## src/rtl/rom_port_arbiter.sv

```systemverilog
// Two-master arbiter for the shared ROM data/write port: round-robin per cycle,
// with an M1 lock mode bounded by a watchdog and a CPU stall output.
module rom_port_arbiter #(
    parameter int AW           = 32,
    parameter int DW           = 32,
    parameter int LOCK_TIMEOUT = 1024
) (
    input  logic          clk,
    input  logic          rst,
    input  logic          m0_req,
    input  logic          m0_we,
    input  logic [AW-1:0] m0_addr,
    input  logic [DW-1:0] m0_wdata,
    output logic          m0_gnt,
    output logic          m0_rvalid,
    output logic [DW-1:0] m0_rdata,
    input  logic          m1_req,
    input  logic          m1_we,
    input  logic [AW-1:0] m1_addr,
    input  logic [DW-1:0] m1_wdata,
    input  logic          m1_lock,
    output logic          m1_gnt,
    output logic          m1_rvalid,
    output logic [DW-1:0] m1_rdata,
    output logic          mem_we,
    output logic [AW-1:0] mem_addr,
    output logic [DW-1:0] mem_wdata,
    input  logic [DW-1:0] mem_rdata,
    output logic          cpu_stall,
    output logic          lock_err
);

    localparam int CW = $clog2(LOCK_TIMEOUT);
    localparam logic [CW-1:0] CNT_LAST = CW'(LOCK_TIMEOUT - 1);
    localparam logic SEL_M0 = 1'b0;
    localparam logic SEL_M1 = 1'b1;

    typedef enum logic [0:0] {
        ST_IDLE = 1'b0,
        ST_LOCK = 1'b1
    } state_t;

    state_t          r_state;
    state_t          w_state_nxt;
    logic            r_last;
    logic            w_last_nxt;
    logic [CW-1:0]   r_lock_cnt;
    logic [CW-1:0]   w_lock_cnt_nxt;
    logic            r_relock_blk;
    logic            w_relock_blk_nxt;
    logic            w_timeout;
    logic            r_lock_err;
    logic            r_m0_rvalid;
    logic            r_m1_rvalid;
    logic [DW-1:0]   r_m0_rdata;
    logic [DW-1:0]   r_m1_rdata;
    logic            w_m0_gnt;
    logic            w_m1_gnt;
    logic            w_mem_we;
    logic [AW-1:0]   w_mem_addr;
    logic [DW-1:0]   w_mem_wdata;

    // Grant selection: round-robin on ties in IDLE, M1-only while locked
    always_comb begin
        w_m0_gnt = 1'b0;
        w_m1_gnt = 1'b0;
        case (r_state)
            ST_IDLE: begin
                if (m0_req && m1_req) begin
                    if (r_last == SEL_M1) begin
                        w_m0_gnt = 1'b1;
                    end else begin
                        w_m1_gnt = 1'b1;
                    end
                end else if (m0_req) begin
                    w_m0_gnt = 1'b1;
                end else if (m1_req) begin
                    w_m1_gnt = 1'b1;
                end else begin
                    w_m0_gnt = 1'b0;
                    w_m1_gnt = 1'b0;
                end
            end
            ST_LOCK: begin
                w_m1_gnt = m1_req;
            end
            default: begin
                w_m0_gnt = 1'b0;
                w_m1_gnt = 1'b0;
            end
        endcase
    end

    // Memory port mux: idle port is driven to all-zero
    always_comb begin
        w_mem_we    = 1'b0;
        w_mem_addr  = {AW{1'b0}};
        w_mem_wdata = {DW{1'b0}};
        if (w_m0_gnt) begin
            w_mem_we    = m0_we;
            w_mem_addr  = m0_addr;
            w_mem_wdata = m0_wdata;
        end else if (w_m1_gnt) begin
            w_mem_we    = m1_we;
            w_mem_addr  = m1_addr;
            w_mem_wdata = m1_wdata;
        end else begin
            w_mem_we    = 1'b0;
            w_mem_addr  = {AW{1'b0}};
            w_mem_wdata = {DW{1'b0}};
        end
    end

    // Lock FSM next state and watchdog counter; timeout wins over a voluntary release
    always_comb begin
        w_state_nxt    = r_state;
        w_lock_cnt_nxt = r_lock_cnt;
        w_timeout      = 1'b0;
        case (r_state)
            ST_IDLE: begin
                if (w_m1_gnt && m1_lock && !r_relock_blk) begin
                    w_state_nxt    = ST_LOCK;
                    w_lock_cnt_nxt = {CW{1'b0}};
                end else begin
                    w_state_nxt    = ST_IDLE;
                end
            end
            ST_LOCK: begin
                if (r_lock_cnt == CNT_LAST) begin
                    w_state_nxt    = ST_IDLE;
                    w_lock_cnt_nxt = {CW{1'b0}};
                    w_timeout      = 1'b1;
                end else if (!m1_lock) begin
                    w_state_nxt    = ST_IDLE;
                    w_lock_cnt_nxt = {CW{1'b0}};
                end else begin
                    w_state_nxt    = ST_LOCK;
                    w_lock_cnt_nxt = r_lock_cnt + CW'(1);
                end
            end
            default: begin
                w_state_nxt    = ST_IDLE;
                w_lock_cnt_nxt = {CW{1'b0}};
            end
        endcase
    end

    // Round-robin pointer and re-lock guard; a forced release hands the next tie to M0
    always_comb begin
        w_last_nxt       = r_last;
        w_relock_blk_nxt = r_relock_blk;
        if (w_timeout) begin
            w_last_nxt = SEL_M1;
        end else if (w_m0_gnt) begin
            w_last_nxt = SEL_M0;
        end else if (w_m1_gnt) begin
            w_last_nxt = SEL_M1;
        end else begin
            w_last_nxt = r_last;
        end
        if (w_timeout) begin
            w_relock_blk_nxt = 1'b1;
        end else if (!m1_lock) begin
            w_relock_blk_nxt = 1'b0;
        end else begin
            w_relock_blk_nxt = r_relock_blk;
        end
    end

    // Control state registers
    always_ff @(posedge clk) begin
        if (rst) begin
            r_state      <= ST_IDLE;
            r_last       <= SEL_M1;
            r_lock_cnt   <= {CW{1'b0}};
            r_relock_blk <= 1'b0;
            r_lock_err   <= 1'b0;
        end else begin
            r_state      <= w_state_nxt;
            r_last       <= w_last_nxt;
            r_lock_cnt   <= w_lock_cnt_nxt;
            r_relock_blk <= w_relock_blk_nxt;
            if (w_timeout) begin
                r_lock_err <= 1'b1;
            end
        end
    end

    // Read response capture: one rvalid pulse per granted read, data held otherwise
    always_ff @(posedge clk) begin
        if (rst) begin
            r_m0_rvalid <= 1'b0;
            r_m1_rvalid <= 1'b0;
            r_m0_rdata  <= {DW{1'b0}};
            r_m1_rdata  <= {DW{1'b0}};
        end else begin
            r_m0_rvalid <= w_m0_gnt && !m0_we;
            r_m1_rvalid <= w_m1_gnt && !m1_we;
            if (w_m0_gnt && !m0_we) begin
                r_m0_rdata <= mem_rdata;
            end
            if (w_m1_gnt && !m1_we) begin
                r_m1_rdata <= mem_rdata;
            end
        end
    end

    assign m0_gnt    = w_m0_gnt;
    assign m1_gnt    = w_m1_gnt;
    assign mem_we    = w_mem_we;
    assign mem_addr  = w_mem_addr;
    assign mem_wdata = w_mem_wdata;
    assign cpu_stall = m0_req && !w_m0_gnt;
    assign m0_rvalid = r_m0_rvalid;
    assign m1_rvalid = r_m1_rvalid;
    assign m0_rdata  = r_m0_rdata;
    assign m1_rdata  = r_m1_rdata;
    assign lock_err  = r_lock_err;

endmodule

```

## config.mk

```make
export PLATFORM = sky130hd
export DESIGN_NAME = rom_port_arbiter
export DESIGN_NICKNAME = d
export VERILOG_FILES = /design/src/rtl/rom_port_arbiter.sv
export SDC_FILE = /design/constraint.sdc
export NUM_CORES = 1
export LEC_CHECK = 0
export BUFFER_PORTS_ARGS = -buffer_cell sky130_fd_sc_hd__buf_4
export CAP_MARGIN = 10
export CORE_AREA = 2 2 117 119
export DETAILED_ROUTE_END_ITERATION = 8
export DIE_AREA = 0 0 119 121
export SYNTH_ARGS = -nofsm -noshare
export SYNTH_HDL_FRONTEND = slang
export SYNTH_SLANG_ARGS = --single-unit
```

## constraint.sdc

```tcl
create_clock -name clk -period 1.6 [get_ports clk]
set_input_delay 0.08 -clock clk [delete_from_list [all_inputs] [get_ports clk]]
set_output_delay 0.08 -clock clk [all_outputs]
set_load 0.01 [all_outputs]
```

==> flow_summary.toml, run 1 <==
[detailed_routing]
vias_per_cell = 4.73
drc = 0
drtIter0Drc = 347
postRouteAntennaNets = 0
wl_per_cell_um = 16.5
routed_wl_mm = 17.4
dr.pass1.iters = 4
via_count = 4984

[floorplanning]
die_width_um = 119
start_util_pct = 29.9
coreArea_sq_mm = 0.0131
dieArea_sq_mm = 0.0144
ios = 302
chipHeight_um = 121
num_rows = 42

[worst_setup_path]
rr_startpoint = "r_state$_SDFF_PP0_"
criticalPathCategory = "reg2out"
cp_slowest_cell = "dfxtp_2"
startpoint = "r_state$_SDFF_PP0_"
end_kind = "output port"
cp.arrival_ps = 1580
cp.required_ps = 1520
reg2reg_depth = 6
cp_cell_sequence = "nand2b_4 > nor2_4 > buf_6 > buf_12 > buf_16 > nand2_2 > o21ai_2 > buf_6"
crit_top_cell = "buf_6"
slowest_delay_ps = 320
crit_path_start_kind = "register"
r2r_slack_ps = 90
rr_endpoint = "m0_rdata[13]$_SDFFE_PP0P_"
path_max_fanout = 8

[clock_tree]
htreeDepth = 3
clock_latency_ps = 330
cts_tree = "yes"
clock-sinks = 80
cts_root_buf = "clkbuf_16"
cts_buffers = 9
clockBufferDepth = 2
path_clk_slew_ps = 60

[sta]
min_period_ps = 1660
slew_violations = 0
rsz0062_at_grt = "true"
relSlewSlack_pct = 57.8
fin_skew_ps = 6.75
setup_violations = 38
finalCritPeriodShare_pct = 104
hold_slack_ps = 8.93
fmax_mhz = 602
layout_setup_ws_ps = -60.8
worst_pin_slew_ps = 633
hold_violations = 0

[synthesis]
synth.cell_area_sq_mm = 0.00392
seq_area_frac_synth_pct = 40.9
synthCells = 552
synth_edf_count = 0
ys_warn_count = 0
syn_avg_cell_area_sq_um = 7.10
synthArstFlopShare_pct = 0
syn_nets = 720
synth-main-ff-cell = "dfxtp_1"
synth_cell_type_count = 37
ys_ff_latch = 80

[placed_design]
hpwl_mm = 12.5
portBuffers = 301
place.gp.congestion = 0.965

[global_routing]
antenna_found_initial = 0
grt_pass1_vias = 4799
overflow = 0
grt_use_total_pct = 22.5
grt_max_degree = 67
grt_pass1_wl_mm = 25.4

[layout]
diodes = 0
layout-drive-gt1-share_pct = 44.5
mostFrequentLayoutCell = "buf_4"
areaGrowthSynthToFinish_pct = 89.0
mostFrequentLayoutCells = "buf_4 (301), nand2_1 (193), dfxtp_1 (78)"
fin_nets = 1042

[outcome]
status = "finished, violations left"
violations = "setup timing"

[pwr]
power_density_mw_per_mm2 = 765
finalPower_w = 0.00566
ir_worst_vdd_uv = 475
power_leakage_nw = 3.42

[worst_hold_path]
worstHoldEndpoint = "m0_rdata[4]$_SDFFE_PP0P_"
hold_class = "in2reg"
worstHoldStart = "mem_rdata[4]"
holdPathStages = 3

[job]
drv_cap = 0
## synth_stat cells, drive strengths merged, types with 2 or more instances
master	n	area, sq um
buf	15	101
and3b	2	17.5
nand2	201	754
o21ai	69	345
and2	2	12.5
a21oi	43	219
dfxtp	80	1600
mux2i	33	330
o31ai	3	22.5
a41oi	2	17.5
nor2b	2	12.5
nand3b	3	22.5
nand4	6	37.5
or3	2	12.5
nor2	38	143
inv	4	15.0
or4	3	22.5
clkbuf	28	105
## worst max-delay path, delay by kind of cell, from the launching register on
family | cells | cell delay, ps
buffers and inverters | 4 | 540
AND/OR/NAND/NOR | 3 | 320
flip-flops | 1 | 320
AO/OA/AOI/OAI | 1 | 50
## timing repair
action,in CTS,in global routing
setup buffers,6,1
endpoints found under the setup margin,66,71
endpoints found under the hold margin,34,0
hold buffers,25,0
cloned,6,2
pin swaps,17,2
gates resized for setup,102,26
## metrics by stage
step | setup slack, ps | setup TNS (ps) | instance area [sq um] | cells | util [%]
global route | -144 | -5820 | 7410 | 1053 | 56.6
floorplan | 138 | 0 | 3920 | 552 | -
global placement | 151 | 0 | 6390 | 1000 | 48.8
CTS | -59.0 | -845 | 7280 | 1051 | 55.7
detailed placement | 81.8 | 0 | 6390 | 1000 | 48.8
finish | -60.8 | -768 | 7410 | 1053 | 56.6
## routing by layer
layer  up-vias  routed length, um  GRT usage (%)
met3        37               1470           8.41
met4         0                524           7.96
li1       2484                  -              -
met1      2278               7090           26.8
met2       185               8340           37.1
met5         -                  0              0
## power by group
group | internal (W) | switching (W)
Combinational | 0.000943 | 0.000807
Clock | 0.00107 | 0.000722
Sequential | 0.00208 | 0.0000433
## cells by family (layout without fill, tap and decap cells)
logic type	after synthesis	after routing	share of synthesized area (%)
fa+ha+maj	1	1	0.319
buf+inv	47	372	5.65
simple gates	268	268	28.1
compound gates	122	122	16.4
flops	80	80	40.9
mux	34	34	8.72
## worst max-delay path by stage
stage	depth (start not counted)	end
2_1_floorplan	6	r_lock_cnt[8]$_SDFFE_PP0P_
5_1_grt	8	mem_addr[14]
3_5_place_dp	5	r_lock_cnt[3]$_SDFFE_PP0P_
3_3_place_gp	5	mem_wdata[8]
6_report	8	mem_addr[14]
4_1_cts	7	mem_wdata[28]
## flip-flops by register name, summed over array words and instances, names as in the netlist
name	cells
m1_rvalid	1
r_lock_cnt	10
r_relock_blk	1
r_state	1
m0_rdata	32
lock_err	1
r_last	1
m0_rvalid	1
m1_rdata	32
## layout make-up
class / instances / area [sq um]
fillers: 1189 / 5680
repair buffers: 354 / 3010
multi-input cells: 425 / 2300
flip-flops and latches: 80 / 1610
clock buffers: 13 / 250
well taps: 176 / 220
inverters: 4 / 15.0
clock inverters: 1 / 5.00
Note: power is estimated with default switching activity, not from simulation.
==> run 2, diff against run 1 <==
--- a/config.mk
+++ b/config.mk
@@ -7,9 +7,12 @@
 export LEC_CHECK = 0
 export BUFFER_PORTS_ARGS = -buffer_cell sky130_fd_sc_hd__buf_4
 export CAP_MARGIN = 10
-export CORE_AREA = 2 2 117 119
+export CELL_PAD_IN_SITES_DETAIL_PLACEMENT = 0
+export CELL_PAD_IN_SITES_GLOBAL_PLACEMENT = 1
+export CORE_MARGIN = 1.5
+export CORE_UTILIZATION = 26
 export DETAILED_ROUTE_END_ITERATION = 8
-export DIE_AREA = 0 0 119 121
+export PLACE_DENSITY_LB_ADDON = 0.1
 export SYNTH_ARGS = -nofsm -noshare
 export SYNTH_HDL_FRONTEND = slang
 export SYNTH_SLANG_ARGS = --single-unit
==> run 2 against run 1 <==
The flow finishes with violations (DRC, setup timing). Maximum frequency fell by 2.1%. Hold slack gained 54 ps. Clock power is 22% higher. Clock skew is 3.0 ps lower. Via count increased by 2.6%. Non-clock buffer count is 22 higher. Critical path depth is the same. Routed wire length grew 6.2%. Utilization shrank 1.3 points. First-iteration DRC count shrank 44%. Die area increased by 9.9%. Combinational power grew 14%. Critical endpoint is now mem_addr[27].
==> flow_summary.toml, run 2 (same netlist as run 1, synthesis figures left out) <==
[sta]
layout_setup_ws_ps = -96.6
worst_pin_slew_ps = 714
fin_skew_ps = 3.77
slew_violations = 0
relSlewSlack_pct = 52.4
hold_violations = 0
min_period_ps = 1700
rsz0062_at_grt = "true"
finalCritPeriodShare_pct = 106
setup_violations = 61
fmax_mhz = 589

[floorplanning]
start_util_pct = 26.8
die_width_um = 126
ios = 302
dieArea_sq_mm = 0.0158
num_rows = 44
chipHeight_um = 126
coreArea_sq_mm = 0.0146

[clock_tree]
clock-sinks = 80
cts_tree = "yes"
path_clk_slew_ps = 60
htreeDepth = 3
cts_buffers = 9
cts_root_buf = "clkbuf_16"
clock_latency_ps = 330
clockBufferDepth = 2

[detailed_routing]
via_count = 5116
wl_per_cell_um = 17.1
routed_wl_mm = 18.5
dr.pass1.iters = 6
vias_per_cell = 4.72
postRouteAntennaNets = 0
drtIter0Drc = 193
drc = 7

[worst_hold_path]
hold_class = "in2reg"
holdPathStages = 3
worstHoldStart = "m1_lock"
worstHoldEndpoint = "r_relock_blk$_SDFFE_PP0P_"

[worst_setup_path]
r2r_slack_ps = 100
crit_path_start_kind = "register"
rr_startpoint = "r_state$_SDFF_PP0_"
path_max_fanout = 7
cp_slowest_cell = "dfxtp_2"
cp_num_cells = 8
reg2reg_depth = 7
cp.required_ps = 1520
cp_cell_sequence = "nand2b_4 > nor2_4 > buf_6 > buf_12 > buf_12 > nand2_1 > o21ai_4 > buf_6"
rr_endpoint = "m0_rdata[29]$_SDFFE_PP0P_"
slowest_delay_ps = 310
end_kind = "output port"
criticalPathCategory = "reg2out"
cp.arrival_ps = 1620
crit_family = "buffers and inverters"
crit_buf_inv = 4

[placed_design]
place.gp.congestion = 0.975
portBuffers = 301
placed_cells = 1014
placed_area_sq_mm = 0.00647
hpwl_mm = 13.1

[global_routing]
antenna_found_initial = 0
grt_use_total_pct = 21.6
grt_pass1_wl_mm = 26.9
overflow = 0
grt_max_degree = 70
grt_pass1_vias = 4950

[layout]
mostFrequentLayoutCell = "buf_4"
areaGrowthSynthToFinish_pct = 107
fin_nets = 1064
fin_area_sq_mm = 0.00809
layout-drive-gt1-share_pct = 50.1
mostFrequentLayoutCells = "buf_4 (289), nand2_1 (166), dfxtp_1 (78)"
diodes = 0
stdcell_count = 1085
n_fill_cell = 1395

[job]
drv_cap = 0

[pwr]
power_leakage_nw = 3.70
power_density_mw_per_mm2 = 780
ir_worst_vdd_uv = 586

[outcome]
status = "finished, violations left"
violations = "DRC, setup timing"
## run 2: changes by cell type in the layout (fill, tap and decap cells not counted), moves of 3 or more
cell,before,now
nand2_4,1,7
buf_4,301,289
o21ai_2,28,37
o21ai_0,13,5
buf_6,13,28
nand2_1,193,166
nand2_2,7,28
clkbuf_16,11,16
buf_12,7,10
o21ai_1,25,17
dlygate4sd3_1,25,35
o21ai_4,3,10
## run 2: worst register-to-register path: cells and delay by family, from the launching register on
kind	cells	cell delay, ps
muxes	1	200
DFF	1	310
buffers and inverters	3	490
and+or+nand+nor	3	350
## run 2: where the power goes
part | internal, W | leakage (nW) | total, W | switching, W
registers | 0.00207 | 0.652 | 0.00212 | 0.0000436
logic | 0.00109 | 2.90 | 0.00200 | 0.000903
clock network | 0.00141 | 0.152 | 0.00220 | 0.000797
## run 2: worst max path at each step
stage | startpoint | to | slack [ps]
after CTS | r_state$_SDFF_PP0_ | mem_addr[27] | -90
after detailed placement | r_lock_cnt[0]$_SDFFE_PP0P_ | r_lock_cnt[3]$_SDFFE_PP0P_ | 70
after floorplan | r_lock_cnt[0]$_SDFFE_PP0P_ | r_lock_cnt[8]$_SDFFE_PP0P_ | 140
after global routing | r_state$_SDFF_PP0_ | mem_addr[10] | -130
final | r_state$_SDFF_PP0_ | mem_addr[27] | -100
after global placement | r_lock_cnt[0]$_SDFFE_PP0P_ | r_lock_cnt[6]$_SDFFE_PP0P_ | 140
## run 2: metal layers
layer	global-route usage, %	vias up	share of wire (%)
li1	-	2529	-
met1	25.9	2392	41
met2	37.7	171	50
met3	5.69	24	6.5
met4	7.44	0	2.6
met5	0	-	0
## run 2: cell type report
cell class                 count  area (sq um)  area share (%)
inverter                       4          15.0           0.186
sequential                    80          1600            19.8
tap                          184           230            2.84
multi-input combinational    425          2520            31.1
timing repair buffer         376          3400            42.0
clock inverter                 5          80.1           0.989
clock buffer                  11           243            3.00
## run 2: metrics by stage
stage / setup WS, ps / hold WS [ps] / TNS (ps) / total power, W / utilization [%]
6_report: -96.6 / 62.5 / -3420 / 0.00632 / 55.3
5_1_grt: -133 / 64.9 / -6820 / 0.00660 / 55.3
4_1_cts: -93.5 / 49.0 / -3220 / 0.00620 / 52.3
3_5_place_dp: 68.2 / 305 / 0 / 0.00363 / 44.2
3_3_place_gp: 136 / 297 / 0 / 0.00362 / 44.2
2_1_floorplan: 138 / 159 / 0 / 0.00272 / -
## run 2: timing repair
| item | CTS | global route |
|---|---|---|
| gates resized for setup | 132 | 77 |
| pin swaps | 18 | 22 |
| cloned | 7 | 7 |
| buffers inserted | 8 | 2 |
| hold buffers | 35 | 0 |
| setup endpoints to repair | 66 | 73 |
| endpoints found under the hold margin | 60 | 0 |
==> run 3, diff against run 2 <==
--- a/config.mk
+++ b/config.mk
@@ -6,9 +6,9 @@
 export NUM_CORES = 1
 export LEC_CHECK = 0
 export BUFFER_PORTS_ARGS = -buffer_cell sky130_fd_sc_hd__buf_4
-export CAP_MARGIN = 10
 export CELL_PAD_IN_SITES_DETAIL_PLACEMENT = 0
 export CELL_PAD_IN_SITES_GLOBAL_PLACEMENT = 1
+export CORE_ASPECT_RATIO = 0.7
 export CORE_MARGIN = 1.5
 export CORE_UTILIZATION = 26
 export DETAILED_ROUTE_END_ITERATION = 8
==> run 3 against run 2 <==
The flow finishes with violations (setup timing). Register-to-register slack about the same. Design area decreased by 5.2%. Sequential power about the same. Non-clock buffer count decreased by 26. Routed wire length decreased by 7.3%. Cell count decreased by 1.4%. Clock power increased by 9%. Critical path depth unchanged. Via count decreased by 3.8%. Combinational power decreased by 9.5%. Critical path type unchanged. Critical endpoint is now mem_wdata[26]. Highest routed layer unchanged.
==> flow_summary.toml, run 3 (same netlist as run 1, synthesis figures left out) <==
[outcome]
status = "finished, violations left"
violations = "setup timing"

[worst_setup_path]
end_kind = "output port"
slowest_delay_ps = 320
r2r_slack_ps = 90
rr_startpoint = "r_state$_SDFF_PP0_"
crit_path_start_kind = "register"
criticalPathCategory = "reg2out"
crit_buf_inv = 4
cp_slowest_cell = "dfxtp_2"
cp.required_ps = 1520
reg2reg_depth = 7
rr_endpoint = "m0_rdata[10]$_SDFFE_PP0P_"
cp.arrival_ps = 1630
crit_family = "buffers and inverters"
cp_cell_sequence = "nand2b_4 > nor2_4 > buf_6 > buf_12 > buf_16 > nand2_2 > o21ai_1 > buf_4"
path_max_fanout = 6

[clock_tree]
cts_buffers = 9
cts_root_buf = "clkbuf_16"
htreeDepth = 3
clock-sinks = 80
path_clk_slew_ps = 60
clockBufferDepth = 2
cts_tree = "yes"
clock_latency_ps = 320

[floorplanning]
ios = 302
die_width_um = 150
dieArea_sq_mm = 0.0158
num_rows = 37
start_util_pct = 26.6
chipHeight_um = 106
coreArea_sq_mm = 0.0147

[worst_hold_path]
hold_class = "in2reg"
holdPathStages = 3
worstHoldEndpoint = "m0_rdata[16]$_SDFFE_PP0P_"
worstHoldStart = "mem_rdata[16]"

[global_routing]
grt_use_total_pct = 20.0
overflow = 0
antenna_found_initial = 0
grt_pass1_vias = 4672
grt_max_degree = 66
grt_pass1_wl_mm = 24.9

[layout]
diodes = 0
layout-drive-gt1-share_pct = 48.9
n_fill_cell = 1395
fin_area_sq_mm = 0.00768
areaGrowthSynthToFinish_pct = 95.9
mostFrequentLayoutCell = "buf_4"
mostFrequentLayoutCells = "buf_4 (304), nand2_1 (173), dfxtp_1 (77)"
stdcell_count = 1070
fin_nets = 1038

[sta]
setup_tns_ps = -2890
relSlewSlack_pct = 55.3
fin_skew_ps = 8.04
setup_violations = 61
worst_pin_slew_ps = 670
min_period_ps = 1710
hold_violations = 0
fmax_mhz = 586
slew_violations = 0
finalCritPeriodShare_pct = 107
layout_setup_ws_ps = -105
rsz0062_at_grt = "true"

[pwr]
power_density_mw_per_mm2 = 822
ir_worst_vdd_uv = 593
power_leakage_nw = 3.56

[placed_design]
hpwl_mm = 11.2
portBuffers = 301
placed_area_sq_mm = 0.00635
placed_cells = 1016
place_ws_ps = -5.96
place.gp.congestion = 0.807

[detailed_routing]
drc = 0
wl_per_cell_um = 16.0
dr.pass1.iters = 4
via_count = 4924
postRouteAntennaNets = 0
drtIter0Drc = 223
routed_wl_mm = 17.2
vias_per_cell = 4.60

[job]
drv_cap = 0
-- run 3: changes by cell type in the layout (fill, tap and decap cells not counted), moves of 6 or more --
cell           delta
o21ai_4           -9
nand2_2          -13
o21ai_0          +26
nand2_4           +6
buf_6            -17
nand2_1           +7
dlygate4sd3_1    -21
buf_4            +15
o21ai_1          -12
-- run 3: tightest hold or removal path: stages --
cell and delay [ps]:
buf_4 80, mux2i_1 50, nor2_1 70
-- run 3: how the worst max path moves through the flow --
stage | startpoint | end | slack [ps] | depth (start not counted)
CTS | r_last$_SDFFE_PP1P_ | mem_wdata[25] | -40 | 7
global route | r_state$_SDFF_PP0_ | mem_wdata[23] | -170 | 8
finish | r_state$_SDFF_PP0_ | mem_wdata[26] | -110 | 8
floorplan | r_lock_cnt[0]$_SDFFE_PP0P_ | r_lock_cnt[8]$_SDFFE_PP0P_ | 140 | 6
detailed placement | r_lock_cnt[1]$_SDFFE_PP0P_ | r_lock_cnt[8]$_SDFFE_PP0P_ | -6 | 5
global placement | r_lock_cnt[1]$_SDFFE_PP0P_ | r_lock_cnt[8]$_SDFFE_PP0P_ | 20 | 5
-- run 3: repair_timing --
item | CTS | global route
resized for setup | 98 | 60
setup endpoints to repair | 71 | 121
gates cloned | 9 | 5
pin swaps | 9 | 23
setup buffers | 9 | 3
hold buffers | 13 | 1
endpoints found under the hold margin | 15 | 1
-- run 3: where the power goes --
part	total (W)	switching [W]	internal, W
clock network	0.00239	0.000810	0.00157
registers	0.00212	0.0000428	0.00207
logic	0.00181	0.000822	0.000987
-- run 3: through the flow --
step | utilization, % | hold slack (ps) | power, W
3_5_place_dp | 43.1 | 302 | 0.00353
3_3_place_gp | 43.1 | 297 | 0.00352
4_1_cts | 49.9 | 0.388 | 0.00624
6_report | 52.1 | 3.52 | 0.00631
2_1_floorplan | - | 159 | 0.00272
5_1_grt | 52.1 | 8.17 | 0.00659
-- run 3: final cells by class --
cell class | instances | area (sq um) | share of cell area [%]
clock buffers | 10 | 239 | 3.11
clock inverters | 6 | 116 | 1.52
inverters | 4 | 15.0 | 0.196
multi-input cells | 425 | 2410 | 31.4
flip-flops and latches | 80 | 1610 | 20.9
well taps | 195 | 244 | 3.18
repair buffers | 350 | 3040 | 39.6
-- run 3: layer usage --
metal / vias to the layer above / routed length (um) / track usage [%]
li1: 2470 / - / -
met1: 2284 / 7060 / 24.5
met2: 160 / 8950 / 36.3
met3: 10 / 1010 / 3.77
met4: 0 / 148 / 3.50
met5: - / 0 / 0
